[src/rtl/cop_ise_pkg.sv]
// Shared opcodes, funct7 codes, FSM/op enums and the rotate helper for the Xoodyak ISE coprocessor.
// Pure definitions: no latency, no flow control.
package cop_ise_pkg;

  localparam logic [6:0] CUSTOM_0 = 7'b0001011;
  localparam logic [6:0] CUSTOM_1 = 7'b0101011;
  localparam logic [6:0] CUSTOM_2 = 7'b1011011;
  localparam logic [6:0] CUSTOM_3 = 7'b1111011;

  localparam logic [6:0] FUNCT_XORROL = 7'b0100000;
  localparam logic [6:0] FUNCT_ANDN   = 7'b0100001;

  typedef enum logic [1:0] {
    IDLE,
    BUSY,
    WB
  } state_t;

  typedef enum logic {
    OP_XORROL,
    OP_ANDN
  } op_t;

  // Doubling the word turns a left rotate into a plain shift of the upper half.
  function automatic logic [31:0] rol32(input logic [31:0] x, input int unsigned amt);
    logic [63:0] dbl;
    dbl = {x, x} << (amt % 32);
    return dbl[63:32];
  endfunction

endpackage

[src/rtl/cop_ise_pipe_if.sv]
// Core <-> coprocessor instruction/result bundle; master is the core, slave is the coprocessor.
// Handshake: valid/ready for issue, wr/rdywr for write-back.
interface cop_ise_pipe_if;

  logic        cop_valid;
  logic        cop_rdywr;
  logic        cop_ready;
  logic        cop_wait;
  logic        cop_wr;
  logic [31:0] cop_insn;
  logic [31:0] cop_rs1;
  logic [31:0] cop_rs2;
  logic [31:0] cop_rd;

  modport master (
    output cop_valid, cop_rdywr, cop_insn, cop_rs1, cop_rs2,
    input  cop_ready, cop_wait, cop_wr, cop_rd
  );

  modport slave (
    input  cop_valid, cop_rdywr, cop_insn, cop_rs1, cop_rs2,
    output cop_ready, cop_wait, cop_wr, cop_rd
  );

endinterface

[src/rtl/xoodyak_ise_alu.sv]
// Combinational Xoodyak ISE datapath: XORROL (two fixed rotates then XOR) and ANDN.
// Zero latency, no flow control.
module xoodyak_ise_alu
  import cop_ise_pkg::*;
#(
  parameter int unsigned ROT_A = 5,
  parameter int unsigned ROT_B = 14
) (
  input  op_t         op,
  input  logic [31:0] rs1,
  input  logic [31:0] rs2,
  output logic [31:0] res
);

  always_comb begin
    res = '0;
    case (op)
      OP_XORROL: res = rol32(rs1, ROT_A) ^ rol32(rs2, ROT_B);
      OP_ANDN:   res = ~rs1 & rs2;
      default:   res = '0;
    endcase
  end

endmodule

[src/rtl/cop_ise_pipe.sv]
// Registered CUSTOM_1 coprocessor: decode, capture, LATENCY result stages, then hold in WB until cop_rdywr.
// Result appears LATENCY+1 cycles after acceptance; unsupported ops retire combinationally in IDLE.
module cop_ise_pipe
  import cop_ise_pkg::*;
#(
  parameter logic [1:0]  ISE_V   = 2'b11,
  parameter int unsigned LATENCY = 1,
  parameter int unsigned ROT_A   = 5,
  parameter int unsigned ROT_B   = 14
) (
  input logic           cop_clk,
  input logic           cop_rst,
  cop_ise_pipe_if.slave cop
);

  localparam int unsigned     CNT_W    = (LATENCY > 0) ? $clog2(LATENCY + 1) : 1;
  localparam logic [CNT_W-1:0] CNT_INIT = (LATENCY > 0) ? CNT_W'(LATENCY - 1) : '0;

  state_t           state_q, state_d;
  logic [CNT_W-1:0] cnt_q, cnt_d;
  logic [31:0]      stage_q [LATENCY+1];
  logic [31:0]      stage_d [LATENCY+1];

  logic        hit_xorrol;
  logic        hit_andn;
  logic        sel;
  logic        capture;
  logic        shift;
  op_t         op;
  logic [31:0] alu_res;
  logic        ready;
  logic        busy;
  logic        wr;
  logic [31:0] rd;
  logic        unused_insn;

  // Only opcode and funct7 take part in decode; register fields are the core's business.
  assign unused_insn = ^cop.cop_insn[24:7];

  always_comb begin
    hit_xorrol = ISE_V[1] && (cop.cop_insn[31:25] == FUNCT_XORROL);
    hit_andn   = ISE_V[0] && (cop.cop_insn[31:25] == FUNCT_ANDN);
    sel        = cop.cop_valid && (state_q == IDLE) &&
                 (cop.cop_insn[6:0] == CUSTOM_1) && (hit_xorrol || hit_andn);
    op         = hit_xorrol ? OP_XORROL : OP_ANDN;
  end

  xoodyak_ise_alu #(
    .ROT_A (ROT_A),
    .ROT_B (ROT_B)
  ) u_alu (
    .op  (op),
    .rs1 (cop.cop_rs1),
    .rs2 (cop.cop_rs2),
    .res (alu_res)
  );

  always_comb begin
    state_d = state_q;
    cnt_d   = cnt_q;
    capture = 1'b0;
    shift   = 1'b0;
    ready   = 1'b0;
    busy    = 1'b0;
    wr      = 1'b0;
    rd      = '0;
    case (state_q)
      IDLE: begin
        if (sel) begin
          capture = 1'b1;
          busy    = 1'b1;
          cnt_d   = CNT_INIT;
          state_d = (LATENCY > 0) ? BUSY : WB;
        end else if (cop.cop_valid) begin
          ready = 1'b1;
        end
      end
      BUSY: begin
        busy  = 1'b1;
        shift = 1'b1;
        if (cnt_q == '0) begin
          state_d = WB;
        end else begin
          cnt_d = cnt_q - CNT_W'(1);
        end
      end
      WB: begin
        wr = 1'b1;
        rd = stage_q[LATENCY];
        if (cop.cop_rdywr) begin
          ready   = 1'b1;
          state_d = IDLE;
        end else begin
          busy = 1'b1;
        end
      end
      default: state_d = IDLE;
    endcase
  end

  // Stage 0 loads at capture; each BUSY cycle moves the result one stage toward the output.
  always_comb begin
    stage_d = stage_q;
    if (capture) begin
      stage_d[0] = alu_res;
    end else if (shift) begin
      for (int i = 1; i <= int'(LATENCY); i++) begin
        stage_d[i] = stage_q[i-1];
      end
    end
  end

  always_ff @(posedge cop_clk) begin
    if (cop_rst) begin
      state_q <= IDLE;
      cnt_q   <= '0;
      for (int i = 0; i <= int'(LATENCY); i++) begin
        stage_q[i] <= '0;
      end
    end else begin
      state_q <= state_d;
      cnt_q   <= cnt_d;
      stage_q <= stage_d;
    end
  end

  assign cop.cop_ready = ready;
  assign cop.cop_wait  = busy;
  assign cop.cop_wr    = wr;
  assign cop.cop_rd    = rd;

endmodule

[src/flat_wrapper.sv]
// flat-port wrapper written by rule: the top's interface ports become plain ports
module cop_ise_pipe_flat import cop_ise_pkg::*;
#(
  parameter logic [1:0]  ISE_V   = 2'b11,
  parameter int unsigned LATENCY = 1,
  parameter int unsigned ROT_A   = 5,
  parameter int unsigned ROT_B   = 14
)
  (cop_clk, cop_rst, cop_cop_valid, cop_cop_rdywr, cop_cop_insn, cop_cop_rs1, cop_cop_rs2, cop_cop_ready, cop_cop_wait, cop_cop_wr, cop_cop_rd);
  cop_ise_pipe_if cop_i ();
  input logic cop_clk;
  input logic cop_rst;
  input wire logic [$bits(cop_i.cop_valid)-1:0] cop_cop_valid;
  input wire logic [$bits(cop_i.cop_rdywr)-1:0] cop_cop_rdywr;
  input wire logic [$bits(cop_i.cop_insn)-1:0] cop_cop_insn;
  input wire logic [$bits(cop_i.cop_rs1)-1:0] cop_cop_rs1;
  input wire logic [$bits(cop_i.cop_rs2)-1:0] cop_cop_rs2;
  output wire logic [$bits(cop_i.cop_ready)-1:0] cop_cop_ready;
  output wire logic [$bits(cop_i.cop_wait)-1:0] cop_cop_wait;
  output wire logic [$bits(cop_i.cop_wr)-1:0] cop_cop_wr;
  output wire logic [$bits(cop_i.cop_rd)-1:0] cop_cop_rd;
  assign cop_i.cop_valid = cop_cop_valid;
  assign cop_i.cop_rdywr = cop_cop_rdywr;
  assign cop_i.cop_insn = cop_cop_insn;
  assign cop_i.cop_rs1 = cop_cop_rs1;
  assign cop_i.cop_rs2 = cop_cop_rs2;
  assign cop_cop_ready = cop_i.cop_ready;
  assign cop_cop_wait = cop_i.cop_wait;
  assign cop_cop_wr = cop_i.cop_wr;
  assign cop_cop_rd = cop_i.cop_rd;
  cop_ise_pipe #(.ISE_V(ISE_V), .LATENCY(LATENCY), .ROT_A(ROT_A), .ROT_B(ROT_B)) u_core (.cop_clk(cop_clk), .cop_rst(cop_rst), .cop(cop_i));
endmodule
[config.mk]
export PLATFORM = sky130hd
export DESIGN_NAME = cop_ise_pipe_flat
export DESIGN_NICKNAME = d
export VERILOG_FILES = /design/src/rtl/cop_ise_pkg.sv /design/src/rtl/cop_ise_pipe_if.sv /design/src/rtl/xoodyak_ise_alu.sv /design/src/rtl/cop_ise_pipe.sv /design/src/flat_wrapper.sv
export SDC_FILE = /design/constraint.sdc
export NUM_CORES = 1
export LEC_CHECK = 0
export BUFFER_PORTS_ARGS = -buffer_cell sky130_fd_sc_hd__buf_2
export CORE_MARGIN = 1.5
export CORE_UTILIZATION = 25
export CTS_BUF_LIST = sky130_fd_sc_hd__clkbuf_16
export CTS_CLUSTER_DIAMETER = 60
export DETAILED_ROUTE_END_ITERATION = 10
export MAX_ROUTING_LAYER = met4
export PLACE_DENSITY = 0.6
export SLEW_MARGIN = 20
export SYNTH_ARGS = -nofsm -noshare
export SYNTH_HDL_FRONTEND = slang
export SYNTH_HIERARCHICAL = 1
export SYNTH_SLANG_ARGS = --single-unit
[constraint.sdc]
create_clock -name cop_clk -period 1.74 [get_ports cop_clk]
set_clock_uncertainty 0.05 [all_clocks]
set_input_delay 0.174 -clock cop_clk [delete_from_list [all_inputs] [get_ports cop_clk]]
set_output_delay 0.174 -clock cop_clk [all_outputs]
set_load 0.005 [all_outputs]
## Word level (Yosys, flattened, before mapping)

Index checks and enable logic that the tools add are counted.

| operators by class | value |
|---|---|
| bitwise operators | 4 |
| reduce and logical (&&, ||, !) cells | 9 |
| div/mod/pow operators | 0 |
| mux-type cells | 20 |
| shifts and indexed selects | 0 |
| add/sub/neg operators | 1 |
| multipliers | 0 |
| eq/ne operators | 8 |
| $lt $le $gt $ge | 0 |

Operator list:

| cell | number |
|---|---|
| one-hot mux 32 bit (2 select lines) | 1 |
| bitwise AND 32 bit | 1 |
| 2-to-1 mux 32 bit | 1 |
| NOT 32 bit | 1 |
| bitwise XOR 32 bit | 1 |
| == test 7 x 6 -> 1 bit, second input constant | 3 |
| 2-to-1 mux 1 bit | 11 |
| 2-to-1 mux 2 bit | 3 |
| one-hot mux 2 bit (3 select lines) | 1 |
| inequality test 2 bit, second input constant | 2 |
| one-hot mux 1 bit (2 select lines) | 2 |
| AND reduction 2 bit | 2 |
| logical AND 1 bit | 3 |
| one-hot mux 1 bit (3 select lines) | 1 |
| AND reduction 3 bit | 1 |
| == test 2 x 1 -> 1 bit, second input constant | 1 |
| == test 2 bit, second input constant | 1 |
| logical NOT 2 bit | 1 |
| inequality test 2 x 1 -> 1 bit, second input constant | 1 |
| nonzero test 2 bit | 1 |
| logical OR 1 bit | 1 |
| NOT 1 bit | 1 |
| subtractor 1 bit, second input constant | 1 |

| storage, ports and cells | value |
|---|---|
| memories | 0 |
| memory bits (read-only) | 0 |
| output and inout bits | 35 |
| latch bits | 0 |
| register bits | 67 |
| bits in writable memories | 0 |

## Longest topological paths before layout

Gate-level depths: netlist of the first run.

| logic depth | value |
|---|---|
| depth after elaboration | 8 |
| mapped depth | 9 |

## By module

The synthesis of the first run kept the hierarchy.

By module, submodules not included:

| module | seq. area each (µm²) | area each (µm²) | instances | cells each |
|---|---|---|---|---|
| cop_ise_pipe | 1321.3 | 2899.0 | 1 | 332 |
| xoodyak_ise_alu | 0.0 | 824.5 | 1 | 103 |

## Worst setup path after synthesis of the first run

Ideal clock, no wire load.

| path | value |
|---|---|
| path type | input port to flip-flop |
| from | in cop_cop_insn[27] |
| to | reg u_core/stage_q[51] (netlist bit) |
| required time | 1.618 ns |
| cell stages on the path | 8 |
| arrival time | 1.669 ns |
| buffers on the path | 2 |
| path slack | -0.050 ns |
| path through | or4b_4 -> nor3_4 -> or2b_1 -> buf_6 -> buf_6 -> o21ai_0 -> nand2b_1 -> mux2i_1 |

| between the ends | value |
|---|---|
| elaborated cells between the ends (all ways) | 8 |
| those cells by class | eq/ne (2); mux (4); reduce/logical (2) |

RTL lines:

| what | RTL line | RTL |
|---|---|---|
| start, declared | flat_wrapper.sv:15 | `input wire logic [$bits(cop_i.cop_insn)-1:0] cop_cop_insn;` |
| == test 7 x 6 -> 1 bit | cop_ise_pipe.sv:41 | `hit_xorrol = ISE_V[1] && (cop.cop_insn[31:25] == FUNCT_XORROL);` |
| 2-to-1 mux 1 bit | cop_ise_pipe.sv:45 | `op = hit_xorrol ? OP_XORROL : OP_ANDN;` |
| via u_core.op | cop_ise_pipe.sv:29 | `op_t op;` |
| one-hot mux 32 bit (2 select lines) | xoodyak_ise_alu.sv:17 | `case (op)` |
| via u_core.alu_res[19] | cop_ise_pipe.sv:30 | `logic [31:0] alu_res;` |
| end signal, assigned | cop_ise_pipe.sv:123 | `stage_q <= stage_d;` |
| end, declared | cop_ise_pipe.sv:21 | `logic [31:0] stage_q [LATENCY+1];` |

The timed path passes the listed nets, and every way through them passes these cells.
A chain may end at the register's enable or synchronous reset.

## Worst setup path in the final report of the first run

| path | value |
|---|---|
| from | in cop_cop_insn[31] |
| to | reg u_core/stage_q[48] (netlist bit) |

Same word-level chain as after synthesis.

==> results.toml, run 1 <==
[yosys]
ys_top_cells_by_area = "dfxtp_1 (35%), nand2b_1 (11%), nand2_1 (8.8%)"
synth_commonest_cells = "nand2_1 (87), dfxtp_1 (66), nand2b_1 (66)"
syn_area_um2 = 3720
synth.top_cell.area_share = 0.355
synth_top_cell_by_area = "dfxtp_1"
avgSynthCellArea_um2 = 8.56
yosysUniqueCellTypes = 29
async_flop_share = 0
synth_most_common_cell = "nand2_1"
synth-edff-count = 0
ys_ff_latch = 66
ys_warn_count = 6
synth_ff_type = "dfxtp_1"
ys_seq_area_frac = 0.355
syn-num-nets = 535
syn_inst = 435

[clock_network]
clock_path_buffers = 2
clock-sinks = 66
cts_tree = "yes"
clkTransAtPathRegs_ps = 50
clk_latency_ps = 320
cts_buffers = 9
cts_root_buffer = "clkbuf_16"
holdBufCountCts = 0
htree_levels = 3

[sta]
finalSetupTns_ps = -39.7
worst_pin_slew_ps = 367
fin_crit_ps = 1750
worst_slack_ps = -12.2
fmax_ghz = 0.571
max_slew_margin = 0.756
finalHoldViolations = 0
rsz0062_at_grt = "true"
slew_violations = 0
timing.hold.ws_ps = 126
setup_viol = 5
period_share = 1.01

[power_and_ir_drop]
powerDensity_nw_per_um2 = 694
peakVddDrop_v = 0.000445
leakagePower_uw = 0.00232
power.total_uw = 3630

[finish]
diodes = 0
fillerInstances = 1533
finalNonFillerCells = 740
syn_to_final_growth_pct = 40.3
num-nets-final = 652
post-route-util = 0.360
drive_gt1_frac = 0.388

[grt]
antenna_found_initial = 0
grt_util_met1 = 0.189
grt.total_usage = 0.149
grt_max_degree = 99
grt_pass1_vias = 3397
busiest_layer = "met2"
grt-ovfl-total = 0
met2_usage = 0.236
grt_pass1_wl_um = 17700
use_met3 = 0.0304

[routing]
avgViaCountPerCell = 4.47
dr.pass1.iters = 5
routedWlPerCell_um = 15.2
route.detailed.drc = 0
num_vias = 3308
drtIter0Drc = 126
routed_wl_um = 11200
postRouteAntennaNets = 0

[place]
gp_congestion = 0.835
port-buffer-count = 116
dp_hpwl_um = 7640
placedCellCount = 713

[critical_path]
worstPathArrival_ps = 1910
cp.required_ps = 1890
cp_slowest_cell = "or4b_4"
crit_fanout = 26
max_stage_delay_ps = 540
cpLargestDelayFamily = "simple AND/OR/NAND/NOR gates"
cp-end-kind = "register"
path_cells = "buf_6 > or4b_4 > nor3_4 > or2b_4 > bufbuf_16 > nand2_1 > o22ai_1 > nand2b_1 > mux2i_1"
start_kind = "input port"
path_class = "in2reg"
rrSetupSlack_ps = 430
critPathBufInv = 2

[run_status]
violations = "setup timing"
outcome = "finished, violations left"

[floorplan]
dieArea_um2 = 15600
std_cell_rows = 44
fp.coreArea_um2 = 14500
num_io_pins = 135
fp.dieW_um = 125
die_h_um = 125
initial_core_util = 0.256

[flow_run]
max_cap_viol_count = 0

[min_path]
holdCritPathClass = "in2reg"
-- power breakdown --
part	internal [uW]	switching [uW]
sequential	1510	0.0142
clock	1080	614
combinational	220	205
total	2810	818
-- cell families (layout without fill, tap and decap cells) --
family | after synthesis | in the layout | synth area share
AND/OR/NAND/NOR | 205 | 205 | 0.296
flip-flops | 66 | 66 | 0.355
AO/OA/AOI/OAI | 67 | 67 | 0.131
multiplexers | 32 | 32 | 0.0860
XOR/XNOR | 32 | 32 | 0.0753
buffers and inverters | 33 | 154 | 0.0565
-- state kept, by name (all words and copies together), names as in the netlist --
register and flops:
u_core/stage_q 64, u_core/state_q 2
-- tightest hold or removal path, delay by kind of cell --
kind	cells	cell delay (ps)
AND/OR/NAND/NOR	1	120
AO/OA/AOI/OAI	1	70
buffers and inverters	1	80
-- stage by stage --
step	worst slack [ps]	area, um^2
2_1_floorplan	-50.4	3740
3_3_place_gp	-407	4490
3_5_place_dp	-446	4490
4_1_cts	-49.0	4980
5_1_grt	-78.4	5230
6_report	-12.2	5230
-- area by class of cell --
class / instances / area, um^2 / share of cell area
multi-input cells: 336 / 2370 / 0.453
flip-flops and latches: 66 / 1330 / 0.254
repair buffers: 139 / 1020 / 0.196
well taps: 184 / 230 / 0.0441
clock buffers: 9 / 225 / 0.0431
clock inverters: 6 / 51.3 / 0.00982
-- cells in the final DEF (no fill, tap or decap), types with 2 or more instances in the layout --
master / n
o22ai_4: 5
xnor2_1: 32
o22ai_1: 2
o21ai_0: 2
nand3b_1: 9
inv_1: 2
clkbuf_16: 10
buf_12: 8
a21oi_1: 33
buf_4: 5
nand2_1: 73
nand2b_1: 66
nand2_2: 11
bufbuf_16: 2
and2_1: 14
o22ai_2: 16
buf_2: 112
buf_6: 7
buf_16: 3
o21ai_1: 4
clkinv_2: 2
dfxtp_1: 64
nand2_4: 3
and2_4: 18
mux2i_1: 32
o21ai_2: 3
-- path summary, 6_finish.rpt --
| path | startpoint | end | depth (start not counted) |
|---|---|---|---|
| max | cop_cop_insn[31] | u_core/stage_q[48]$_SDFFE_PP0P_ | 9 |
| min | cop_cop_rdywr | u_core/state_q[1]$_SDFFE_PP0P_ | 3 |
| max reg2reg | u_core/state_q[1]$_SDFFE_PP0P_ | u_core/stage_q[12]$_SDFFE_PP0P_ | 5 |
| min reg2reg | u_core/stage_q[23]$_SDFFE_PP0P_ | u_core/stage_q[23]$_SDFFE_PP0P_ | 2 |
-- metal layers --
metal / share of wire / wire length (um)
met1: 0.47 / 5230
met2: 0.47 / 5230
met3: 0.057 / 636
met4: 0.012 / 133
met5: 0 / 0
-- what timing repair did --
action                                  4_1_cts  5_1_grt
endpoints found under the hold margin         0        0
endpoints found under the setup margin       27       58
setup buffers                                 2        4
gates resized for setup                      10       51
pin swaps                                     1        8
gates cloned                                  5        1
Power figures use the tool's default switching activity.
==> run 2: changes to the inputs <==
PLACE_DENSITY = 0.58   (was 0.6)
clock period = 1.92 ns   (was 1.74 ns; I/O delays follow)
==> run 2 against run 1 <==
The run now ends clean. Sequential share of layout area up 2.0 points. Die area unchanged. Global-route usage down 0.96 points. Register-to-register slack better by 70 ps. Non-clock buffer count down 14. Critical path depth down 1. Flip-flop and latch count unchanged. Design area down 7.7%. Utilization down 2.8 points. Routed wire length down 3.3%. Sequential power down 9%. Critical endpoint is now u_core/stage_q[58]$_SDFFE_PP0P_.
==> results.toml, run 2 (synthesized netlist as in run 1, its figures left out) <==
[clock_network]
clock_path_buffers = 2
holdBufCountCts = 0
clkTransAtPathRegs_ps = 60
cts_buffers = 9
htree_levels = 3
clk_latency_ps = 330
clock-sinks = 66
cts_root_buffer = "clkbuf_16"
cts_tree = "yes"

[critical_path]
cpLargestDelayFamily = "simple AND/OR/NAND/NOR gates"
path_class = "in2reg"
worstPathArrival_ps = 2010
cp.required_ps = 2130
max_stage_delay_ps = 540
path_cells = "buf_2 > or4b_4 > nor3_4 > or2b_4 > clkbuf_16 > o22ai_2 > nand2b_1 > mux2i_1"
critPathBufInv = 2
crit_fanout = 32
cp-end-kind = "register"
cp_slowest_cell = "or4b_4"
start_kind = "input port"

[finish]
layout_commonest_cell = "buf_2"
multi_input_comb_area_um2 = 2200
finalNonFillerCells = 730
drive_gt1_frac = 0.302
top_regs = "u_core/stage_q x64, u_core/state_q x2"
layout_common_cells = "buf_2 (116), nand2_1 (87), nand2b_1 (66), dfxtp_1 (66), a21oi_1 (33)"
syn_to_final_growth_pct = 29.5
regArea_um2 = 1320
num-nets-final = 638
fillerInstances = 1542
regMostFlops = "u_core/stage_q"
largest_reg_flops = 64

[floorplan]
initial_core_util = 0.256
num_io_pins = 135
dieArea_um2 = 15600
fp.coreArea_um2 = 14500
std_cell_rows = 44
fp.dieW_um = 125
die_h_um = 125

[place]
pre_cts_slack_ps = -265
dp_hpwl_um = 7730
placedCellCount = 708
port-buffer-count = 116
gp_congestion = 0.817

[sta]
finalHoldViolations = 0
period_share = 0.940
fin_crit_ps = 1810
worst_slack_ps = 115
max_slew_margin = 0.751
setup_viol = 0
finalSetupTns_ps = 0
worst_pin_slew_ps = 373
rsz0062_at_grt = "false"
slew_violations = 0
fmax_ghz = 0.554

[power_and_ir_drop]
intPower_uw = 2810
p_switching_uw = 767
powerDensity_nw_per_um2 = 741
peakVddDrop_v = 0.000383
power.total_uw = 3570
comb_power_share = 0.096
switching_share = 0.215
seqPwrFrac = 0.383
leakagePower_uw = 0.00216
clkPwrFrac = 0.520

[grt]
grt_pass1_wl_um = 16500
antenna_found_initial = 3
grt.total_usage = 0.139
grt_max_degree = 99
grt-ovfl-total = 0
grt_pass1_vias = 3135

[routing]
postRouteAntennaNets = 0
drtIter0Drc = 163
routed_wl_um = 10900
avgViaCountPerCell = 4.45
num_vias = 3248
dr.pass1.iters = 6
routedWlPerCell_um = 14.9
route.detailed.drc = 0

[run_status]
outcome = "finished clean"

[min_path]
holdCritPathClass = "in2reg"

[flow_run]
max_cap_viol_count = 0
## run 2: changes by cell type in the layout (fill, tap and decap cells not counted), sizes merged
cell and change:
clkinvlp +1, bufbuf -2, buf -12, diode +3, clkinv -2, bufinv +2
## run 2: final timing paths
kind                                   start                         endpoint  slack [ps]  cells past startpoint
max reg2reg   u_core/state_q[1]$_SDFFE_PP0P_  u_core/stage_q[41]$_SDFFE_PP0P_         500                      4
min                            cop_cop_rdywr   u_core/state_q[1]$_SDFFE_PP0P_         160                      3
min reg2reg  u_core/stage_q[22]$_SDFFE_PP0P_  u_core/stage_q[22]$_SDFFE_PP0P_         400                      2
max                         cop_cop_insn[27]  u_core/stage_q[58]$_SDFFE_PP0P_         110                      8
## run 2: cell type report
class / count / share of cell area
Clock inverter: 7 / 0.0228
Multi-Input combinational cell: 336 / 0.456
Tap cell: 184 / 0.0477
Antenna cell: 3 / 0.00156
Clock buffer: 9 / 0.0467
Timing Repair Buffer: 125 / 0.151
Sequential cell: 66 / 0.274
## run 2: power groups by stage
stage	clock, uW	combinational [uW]	sequential [uW]
2_1_floorplan	0	187	1400
3_3_place_gp	0	337	1400
3_5_place_dp	0	342	1400
4_1_cts	1880	343	1370
5_1_grt	1950	374	1370
6_report	1860	345	1370
## run 2: metrics by stage
stage               area (um^2)  hold slack (ps)  utilization
finish                     4820              161        0.332
floorplan                  3720              350            -
global placement           4440              391        0.305
detailed placement         4440              393        0.305
global route               4820              184        0.332
CTS                        4770              155        0.328
## run 2: worst min-delay path: cells and delay by family
| family | cells | cell delay [ps] |
|---|---|---|
| AO/OA/AOI/OAI | 1 | 70 |
| AND/OR/NAND/NOR | 1 | 140 |
| buffers and inverters | 1 | 80 |
## run 2: timing repair
item | CTS | global route
buffers inserted | 0 | 2
resized for setup | 0 | 4
setup endpoints to repair | 0 | 4
## run 2: routing by layer
layer | vias to the layer above | part of all wire | wire [um] | global-route usage
met2 | 101 | 0.45 | 4890 | 0.212
met4 | 0 | 0.018 | 198 | 0.0521
met5 | - | 0 | 0 | -
li1 | 1647 | - | - | -
met3 | 14 | 0.056 | 608 | 0.0287
met1 | 1486 | 0.48 | 5160 | 0.182
==> run 3: changes to the inputs <==
RECOVER_POWER = 25   (was not set)
==> run 3 against run 2 <==
First-iteration DRC count rose by 0.61%. Flip-flop and latch count did not move. Setup slack barely moved. Combinational power barely moved. Critical path depth did not move. Routed wire length did not move. Sequential share of layout area barely moved. Non-clock buffer count did not move. Largest power group unchanged.
==> results.toml, run 3 (synthesized netlist as in run 1, its figures left out) <==
[power_and_ir_drop]
intPower_uw = 2810
leakagePower_uw = 0.00216
powerDensity_nw_per_um2 = 742
switching_share = 0.215
seqPwrFrac = 0.383
p_switching_uw = 767
comb_power_share = 0.096
clkPwrFrac = 0.520
peakVddDrop_v = 0.000383

[critical_path]
cp-end-kind = "register"
path_class = "in2reg"
max_stage_delay_ps = 540
cp_slowest_cell = "or4b_4"
crit_fanout = 32
rrSetupSlack_ps = 350
r2r_end = "u_core/stage_q[20]$_SDFFE_PP0P_"
worstPathArrival_ps = 2010
timing.rr.start = "u_core/state_q[0]$_SDFFE_PP0P_"
start_kind = "input port"
reg2reg_depth = 4
cp.required_ps = 2130
path_cells = "buf_2 > or4b_4 > nor3_4 > or2b_4 > clkbuf_16 > o22ai_2 > nand2b_1 > mux2i_1"

[floorplan]
die_h_um = 125
fp.coreArea_um2 = 14500
dieArea_um2 = 15600
num_io_pins = 135
fp.dieW_um = 125
initial_core_util = 0.256
std_cell_rows = 44

[grt]
met2_usage = 0.212
grt_util_met1 = 0.182
grt-ovfl-total = 0
use_met3 = 0.0287
grt_pass1_vias = 3135
busiest_layer = "met2"
grt.total_usage = 0.139
grt_max_degree = 99
grt_pass1_wl_um = 16500
antenna_found_initial = 3

[min_path]
hp-start = "cop_cop_rdywr"
min_to = "u_core/state_q[1]$_SDFFE_PP0P_"
holdCritPathClass = "in2reg"
whs_path_depth = 3

[routing]
route.detailed.drc = 0
routed_wl_um = 10900
routedWlPerCell_um = 14.9
num_vias = 3248
postRouteAntennaNets = 0
drtIter0Drc = 164
dr.pass1.iters = 6
avgViaCountPerCell = 4.45

[finish]
stdcell_area_um2 = 4820
largest_reg_flops = 64
layout_common_cells = "buf_2 (116), nand2_1 (87), nand2b_1 (66), dfxtp_1 (66), a21oi_1 (33)"
num-nets-final = 638
syn_to_final_growth_pct = 29.4
layout_commonest_cell = "buf_2"
top_regs = "u_core/stage_q x64, u_core/state_q x2"
drive_gt1_frac = 0.300
regMostFlops = "u_core/stage_q"

[place]
place_area_um2 = 4440
dp_hpwl_um = 7730
gp_congestion = 0.817
port-buffer-count = 116

[sta]
finalSetupTns_ps = 0
fin_crit_ps = 1810
fmax_ghz = 0.554
max_slew_margin = 0.517
rsz0062_at_grt = "false"
finalHoldViolations = 0
worst_pin_slew_ps = 724
setup_viol = 0
slew_violations = 0
period_share = 0.940

[clock_network]
clkTransAtPathRegs_ps = 60
cts_buffers = 9
clock-sinks = 66
cts_root_buffer = "clkbuf_16"
cts_tree = "yes"
clk_latency_ps = 330
holdBufCountCts = 0
clock_path_buffers = 2
htree_levels = 3

[flow_run]
max_cap_viol_count = 0

[run_status]
outcome = "finished clean"
run 3: cell types whose count changed in the layout (fill, tap and decap cells not counted):
cell / before / now
clkbuf_2: 0 / 1
nor2b_2: 2 / 1
buf_4: 3 / 2
nor2b_1: 0 / 1
run 3: what timing repair did:
item / in CTS / in global routing
setup endpoints to repair: 0 / 4
resized for setup: 0 / 4
setup buffers: 0 / 2
run 3: worst max-delay path, delay by kind of cell:
family                 cells  cell delay, ps
multiplexers               1             120
buffers and inverters      2             330
AO/OA/AOI/OAI              1             160
AND/OR/NAND/NOR            4            1200
run 3: metrics by stage:
stage | worst slack (ps) | cells | hold slack [ps] | util | power (uW)
after floorplan | 112 | 435 | 350 | - | 1590
after global placement | -234 | 708 | 391 | 0.305 | 1740
after detailed placement | -265 | 708 | 393 | 0.305 | 1740
after CTS | 68.7 | 724 | 155 | 0.328 | 3600
after global routing | 31.3 | 730 | 184 | 0.332 | 3690
final | 115 | 730 | 162 | 0.332 | 3570
run 3: worst max path at each step:
stage | startpoint | endpoint | depth (start not counted) | slack, ps
final | cop_cop_insn[27] | u_core/stage_q[58]$_SDFFE_PP0P_ | 8 | 110
after global routing | cop_cop_insn[27] | cop_cop_wait | 7 | 30
after CTS | cop_cop_insn[27] | u_core/stage_q[53]$_SDFFE_PP0P_ | 8 | 70
after detailed placement | cop_cop_insn[27] | u_core/stage_q[53]$_SDFFE_PP0P_ | 8 | -270
after global placement | cop_cop_insn[27] | u_core/stage_q[53]$_SDFFE_PP0P_ | 8 | -230
after floorplan | cop_cop_insn[27] | u_core/stage_q[51]$_SDFFE_PP0P_ | 8 | 110
run 3: power by group through the flow:
stage | clock network (uW) | logic [uW] | registers, uW
CTS | 1880 | 343 | 1370
floorplan | 0 | 187 | 1400
detailed placement | 0 | 342 | 1400
global placement | 0 | 337 | 1400
finish | 1860 | 345 | 1370
global route | 1950 | 374 | 1370
run 3: routing by layer:
layer / share of wire / vias to the layer above
li1: - / 1646
met2: 0.45 / 101
met4: 0.018 / 0
met1: 0.48 / 1487
met3: 0.056 / 14
met5: 0 / -
run 3: area by class of cell:
class	count	area, um^2
Fill cell	1544	9720
Sequential cell	66	1320
Antenna cell	3	7.51
Timing Repair Buffer	125	726
Clock inverter	7	110
Tap cell	184	230
Clock buffer	9	225
Multi-Input combinational cell	336	2200
